### config.mk
export PLATFORM = sky130hd
export DESIGN_NAME = mult_8_pp_gen
export DESIGN_NICKNAME = d
export VERILOG_FILES = /design/src/rtl/mult_8_pp_gen.sv
export SDC_FILE = /design/constraint.sdc
export NUM_CORES = 2
export LEC_CHECK = 0
export ABC_AREA = 1
export CAP_MARGIN = 10
export CELL_PAD_IN_SITES_DETAIL_PLACEMENT = 2
export CELL_PAD_IN_SITES_GLOBAL_PLACEMENT = 2
export CORE_MARGIN = 4
export CORE_UTILIZATION = 37
export CTS_CLUSTER_DIAMETER = 120
export DETAILED_ROUTE_END_ITERATION = 6
export PLACE_DENSITY = 0.85
export SYNTH_ARGS = -nofsm -noshare
export SYNTH_HDL_FRONTEND = slang
export SYNTH_SLANG_ARGS = --single-unit
export TNS_END_PERCENT = 5
### constraint.sdc
create_clock -name clk -period 9.83 [get_ports clk]
set_input_delay 2.4575 -clock clk [delete_from_list [all_inputs] [get_ports clk]]
set_output_delay 2.4575 -clock clk [all_outputs]
set_load 0.005 [all_outputs]
### src/rtl/mult_8_pp_gen.sv
// mult_8_pp_gen: captures operands and SEW, drives eight 8x8 byte multipliers in combiner lane/weight order.
module mult_8_pp_gen (
  input  logic        clk,
  input  logic        reset,
  input  logic        start,
  input  logic [1:0]  sew,
  input  logic [31:0] op_a,
  input  logic [31:0] op_b,
  output logic        busy,
  output logic        cs_start,
  output logic [1:0]  cs_sew,
  output logic [15:0] mult_out_1,
  output logic [15:0] mult_out_2,
  output logic [15:0] mult_out_3,
  output logic [15:0] mult_out_4,
  output logic [15:0] mult_out_5,
  output logic [15:0] mult_out_6,
  output logic [15:0] mult_out_7,
  output logic [15:0] mult_out_8,
  output logic        pp_pass,
  output logic        done,
  output logic        illegal_sew
);
  typedef enum logic [1:0] {IDLE, ISSUE, PASS0, PASS1} state_t;
  state_t state, nxt;
  logic [3:0][7:0] a_q, b_q;
  logic [15:0] prod [8];
  logic [15:0] m_q [8];
  logic accept;
  assign accept = state == IDLE && start && sew != 2'b11;
  always_ff @(posedge clk)
    if (reset) state <= IDLE;
    else state <= nxt;
  always_comb begin
    nxt = IDLE;
    case (state)
      IDLE:    nxt = accept ? ISSUE : IDLE;
      ISSUE:   nxt = PASS0;
      PASS0:   nxt = cs_sew == 2'b10 ? PASS1 : IDLE;
      default: nxt = IDLE;
    endcase
  end
  always_comb begin
    busy = state != IDLE;
    cs_start = state == ISSUE;
    pp_pass = state == PASS1;
    done = state == PASS1 || (state == PASS0 && cs_sew != 2'b10);
  end
  // Products are computed for the coming state so they land registered in PASS0/PASS1.
  for (genvar k = 0; k < 8; k++) begin : g_pp
    logic [1:0] ia, ib;
    assign ia = cs_sew == 2'b01 ? 2'(2 * (k / 4) + k % 2) : 2'(k % 4);
    assign ib = cs_sew == 2'b01 ? 2'(2 * (k / 4) + (k / 2) % 2)
              : cs_sew == 2'b10 ? {nxt == PASS1, k >= 4} : 2'(k % 4);
    assign prod[k] = (nxt == PASS0 || nxt == PASS1) && (cs_sew != 2'b00 || k < 4)
                   ? {8'h00, a_q[ia]} * {8'h00, b_q[ib]} : 16'h0000;
  end
  always_ff @(posedge clk)
    if (reset) begin
      a_q <= '0;
      b_q <= '0;
      cs_sew <= 2'b00;
      illegal_sew <= 1'b0;
      m_q <= '{default: 16'h0000};
    end else begin
      illegal_sew <= state == IDLE && start && sew == 2'b11;
      m_q <= prod;
      if (accept) begin
        a_q <= op_a;
        b_q <= op_b;
        cs_sew <= sew;
      end
    end
  assign mult_out_1 = m_q[0];
  assign mult_out_2 = m_q[1];
  assign mult_out_3 = m_q[2];
  assign mult_out_4 = m_q[3];
  assign mult_out_5 = m_q[4];
  assign mult_out_6 = m_q[5];
  assign mult_out_7 = m_q[6];
  assign mult_out_8 = m_q[7];
endmodule

# Yosys cells after proc, flatten, opt, wreduce, memory -nomap -nowiden
# Cells that the tools add are included.
# W data, S select, Z words.
[classes]
n_mul = 8
n_lt_le_gt_ge = 12
n_eq_ne = 10
mux = 47
bitwise = 2
reduce_logical = 12
[ops]
columns = ["cell", "n"]
rows = [
  ["$bmux W8 S2", 12],
  ["$mul A8 B8 Y16", 8],
  ["$mux W8", 12],
  ["$mux W2", 21],
  ["$lt A2 B3 Y1 const B", 12],
  ["$eq A2 B2 Y1 const B", 6],
  ["$pmux W2 S3", 1],
  ["$logic_and A1 B1 Y1", 5],
  ["$eq A2 B1 Y1 const B", 2],
  ["$ne A2 B2 Y1 const B", 2],
  ["$reduce_bool A2 Y1", 2],
  ["$reduce_or A2 Y1", 2],
  ["$logic_not A2 Y1", 1],
  ["$logic_or A1 B1 Y1", 2],
  ["$not A1 Y1", 2],
  ["$mux W1", 1],
]
[word_totals]
ff_bits = 197
input_bits = 69
out_inout_bits = 135
elab_cells = 110

# Logic depth before layout (Yosys ltp)
[depth]
depth_word = 11
mapped_depth = 26
mapped_depth_nobuf = 25

# Worst setup path after synthesis
# OpenSTA, ideal clock, no wires.
[synth_path]
path_type = "reg2reg"
from = "reg cs_sew[1]"
to = "reg m_q, in the netlist mult_out_7[10]"
setup_time_ps = 128
t_arrival_ps = 4500
required_time_ps = 9702
slack_ps = 5203
path_stages_with_launch = 25
n_path_buf = 2
synth_period_minus_slack_ps = 4627
cell_sequence = "dfxtp_1 -> inv_1 -> ha_1 -> buf_2 -> clkbuf_1 -> nand2_1 -> o211ai_1 -> nand2_2 -> inv_1 -> nand2_1 -> fa_1 -> fa_1 -> inv_1 -> fa_1 -> inv_1 -> fa_1 -> inv_1 -> ha_1 -> nand2_1 -> nand2_1 -> a21oi_1 -> nand2_1 -> xor2_1 -> inv_1 -> nor2_1"
[synth_between]
elab_chain_cells = 9
word_cells_on_any_way = 16
classes_between = "mul: 1; eq/ne: 4; mux: 6; bitwise: 1; reduce/logical: 4"
[synth_rtl]
columns = ["item", "line", "source"]
rows = [
  ["from (decl)", "11", "output logic [1:0] cs_sew,"],
  ["from (signal assigned)", "71", "cs_sew <= sew;"],
  ["$eq A2 B2 Y1", "39, 54", ""],
  ["$mux W2", "39", "PASS0: nxt = cs_sew == 2'b10 ? PASS1 : IDLE;"],
  ["$pmux W2 S3", "36", "case (state)"],
  ["$eq A2 B2 Y1", "54, 55", ""],
  ["$mux W2", "54", ": cs_sew == 2'b10 ? {nxt == PASS1, k >= 4} : 2'(k % 4);"],
  ["$mux W2", "53", "assign ib = cs_sew == 2'b01 ? 2'(2 * (k / 4) + (k / 2) % 2)"],
  ["$bmux W8 S2", "56", "? {8'h00, a_q[ia]} * {8'h00, b_q[ib]} : 16'h0000;"],
  ["$mux W8 (implied by the code)", "56", ""],
  ["$mul A8 B8 Y16", "56", ""],
  ["to (signal assigned)", "67", "m_q <= prod;"],
  ["to (decl)", "28", "logic [15:0] m_q [8];"],
]
# Several ways; a longest one is shown, not always the timed one. The select of a mux whose other input is x is not followed.
# A chain may end at the register's enable or synchronous reset.

# Worst setup path after layout
[layout_path]
from = "reg cs_sew[1]"
to = "reg m_q, in the netlist mult_out_3[10]"
# Same word-level chain as after synthesis.

==> summary.txt <==
CTS
  – Number of buffers created by CTS: 17
  – TritonCTS clock tree: yes
  – Clock-pin slew of the registers on the worst-case setup and hold paths: 0.08 ns
  – Hold_buf cts: 0
  – Root Driver: clkbuf_16
  – Htree depth: 4
  – Clk_lat worst skew: 0.53 ns
  – Sink Count: 197
  – Clk buf depth: 2
  – Resize count post-CTS: 0
  – Postcts setup bufs: 0

Synthesis
  – Top cells by area, synth: fa_1, dfxtp_1, ha_1
  – Synth top area share: 0.231
  – Seq cells post-synth: 197
  – Mean Syn Cell Area: 7.07 um2
  – Mapped Cells: 3,534
  – Sequential fraction of the synthesis area: 0.158
  – Post-synth design cell area: 0.0250 mm2
  – Yosys warns: 0
  – Library cells used by synthesis: 32
  – Net Count, Synth: 4,183
  – Cell taking the most area after synthesis: fa_1

Drt
  – WL per Instance: 21.7 um
  – DRC viols: 0
  – Antenna-violating nets left: 0
  – Via count: 24,173
  – Post-DR vias/cell: 5.28
  – Uppermost layer routed: met5
  – Iteration-0 DRC Markers: 1,193
  – Aggregate routed wire length: 99,500 um
  – Wl on met1: 41,300 um
  – Routed met3 length: 3610 um
  – DR WL met2: 50,400 um
  – Drt first pass iters: 5

Hold path
  – HP Start: cs_sew[0]
  – HP Class: reg2reg
  – WHS Path Cells: 2

Timing
  – Fin crit share: 0.631
  – RSZ-0062 raised after global routing: false
  – Setup_tns: 0 ns
  – Max Clk Rate: 161 MHz
  – Setup Skew: 0.0146 ns
  – Hold slack: 0.612 ns
  – Fin crit period: 6.20 ns
  – Setup-failing EPs final: 0
  – Final Hold Violating Endpoints: 0
  – Worst Tran Pin Value: 1.26 ns
  – Relative slew slack: 0.157
  – Final number of max-transition violations: 0

GRT
  – Largest net degree at the start of global routing: 88
  – Vias in the first global route: 27,951
  – First-pass GRT wire length: 157,000 um
  – Global route overflow: 0
  – GRT Total Usage: 0.282
  – Antenna violations before repair: 3

Floorplanning
  – Starting density of the core: 0.376
  – DIE HEIGHT: 268 um
  – Die width: 268 um
  – Rows: 94
  – Die area: 0.0717 mm2
  – # IOs: 204
  – Core area: 0.0663 mm2

Cells and area
  – Layout area overhead: 14.0%
  – Most common cell after layout, fill and taps aside: inv_1
  – Layout Cells excl Fill: 4,577
  – Nets: 4,349
  – Share of cells above drive strength 1: 0.0242
  – Diodes inserted: 0
  – Area of the multi-input gates: 0.0176 mm2
  – Final-layout fill cell count: 7,940
  – Sequential cell area: 0.00394 mm2
  – Commonest cells after routing, fill and taps aside: inv_1, nand2_1, nor2_1

Setup path
  – Crit end category: register
  – Required time of the critical path: 10.22 ns
  – Reg2reg path depth: 24
  – FF-to-FF Start: cs_sew[1]
  – Crit path launch: cs_sew[1]
  – Crit path kind: reg2reg
  – CP Max Fanout: 18
  – Worst Path Arrival: 6.59 ns
  – Startpoint types: register

Placed design
  – Cells after DPL: 4,545
  – Final Wtd Congestion: 0.907
  – Post-DP HPWL: 81,600 um
  – IO buf count: 203

Power
  – PD cells: 117 mW/mm2
  – Pleak: 14.5 nW
  – Peak VDD IR: 139 uV
  – Tot Pwr: 3.33 mW

Job
  – Max-cap check violation count: 0

Run status
  – Status: finished clean
[cell type report]
type / count / area share
clock inverter: 14 / 0.00558
inverter: 837 / 0.110
multi-input combinational: 2435 / 0.619
tap: 864 / 0.0380
sequential: 197 / 0.139
timing repair buffer: 212 / 0.0738
clock buffer: 18 / 0.0151
[critical path, stage by stage, from the launching register on]
cell and delay (ns):
dfxtp_1 0.35, inv_1 0.14, ha_2 0.46, inv_2 0.20
nand2_1 0.45, inv_1 0.40, nand2_1 0.15, nand3_1 0.32
inv_1 0.24, nand2_1 0.13, fa_1 0.53, fa_1 0.51
inv_1 0.07, fa_1 0.49, inv_1 0.06, fa_1 0.48
inv_1 0.04, ha_1 0.33, nand2_1 0.08, nand2_1 0.09
a21oi_1 0.18, nand2_1 0.09, xor2_1 0.15, inv_1 0.06
nor2_1 0.04
[cells in the mapped netlist]
cell and n:
inv_1 803, nand2_1 734, nor2_1 495, ha_1 292, fa_1 288, dfxtp_1 197
a21oi_1 183, nand3_1 131, o21ai_0 118, nand4_1 52, o211ai_1 50, clkbuf_1 28
buf_2 24, clkinv_1 18, xor2_1 18, a21o_1 16, inv_2 16, o21ai_1 14
o21ai_2 11, nor3_1 9, buf_1 8, buf_4 5, nand2_2 5, or2_2 5
o221ai_1 3, o221ai_2 3, a211oi_1 2, nor2_2 2, a22oi_1 1, nand3_2 1
nor2_4 1, o21ai_4 1
[metrics by stage]
stage	cell area, um2	setup WS, ns	util
final	28500	3.63	0.429
after global routing	28500	3.28	0.429
after CTS	28500	3.68	0.429
after detailed placement	27900	3.74	0.420
after global placement	27900	3.86	0.420
after floorplan	25000	5.20	-
[layer usage]
layer,global-route usage,vias to the layer above
met5,0,-
met4,0.121,2
met3,0.0385,220
met2,0.507,568
met1,0.337,12287
li1,-,11096
[kinds of logic (layout without fill, tap and decap cells)]
logic type / after synthesis / in the layout / synth area share
and+or+nand+nor: 1435 / 1435 / 0.230
buffers and inverters: 902 / 1081 / 0.138
adders and majority gates: 580 / 580 / 0.377
AOI/OAI and AO/OA: 402 / 402 / 0.0913
DFF: 197 / 197 / 0.158
xor gates and xnor gates: 18 / 18 / 0.00631
[path summary, 6_finish.rpt]
check | slack, ns | end
worst min-delay path | 0.61 | cs_sew[0]
worst max-delay path | 3.63 | mult_out_3[10]
worst max register to register | 3.63 | mult_out_3[10]
worst min register to register | 0.61 | cs_sew[0]
[power by group]
| group | leakage (nW) | switching (mW) | internal, mW |
|---|---|---|---|
| Sequential | 1.60 | 0.0436 | 0.832 |
| Clock | 0.289 | 0.405 | 0.362 |
| Combinational | 12.6 | 1.15 | 0.538 |
[registers in the layout, indices dropped and copies added (netlist names), 16 cells and up]
name        cells
mult_out_8     16
mult_out_3     16
a_q            32
mult_out_7     16
mult_out_1     16
b_q            32
mult_out_2     16
mult_out_6     16
mult_out_4     16
mult_out_5     16
No activity file was read; power rests on OpenSTA's default activity.
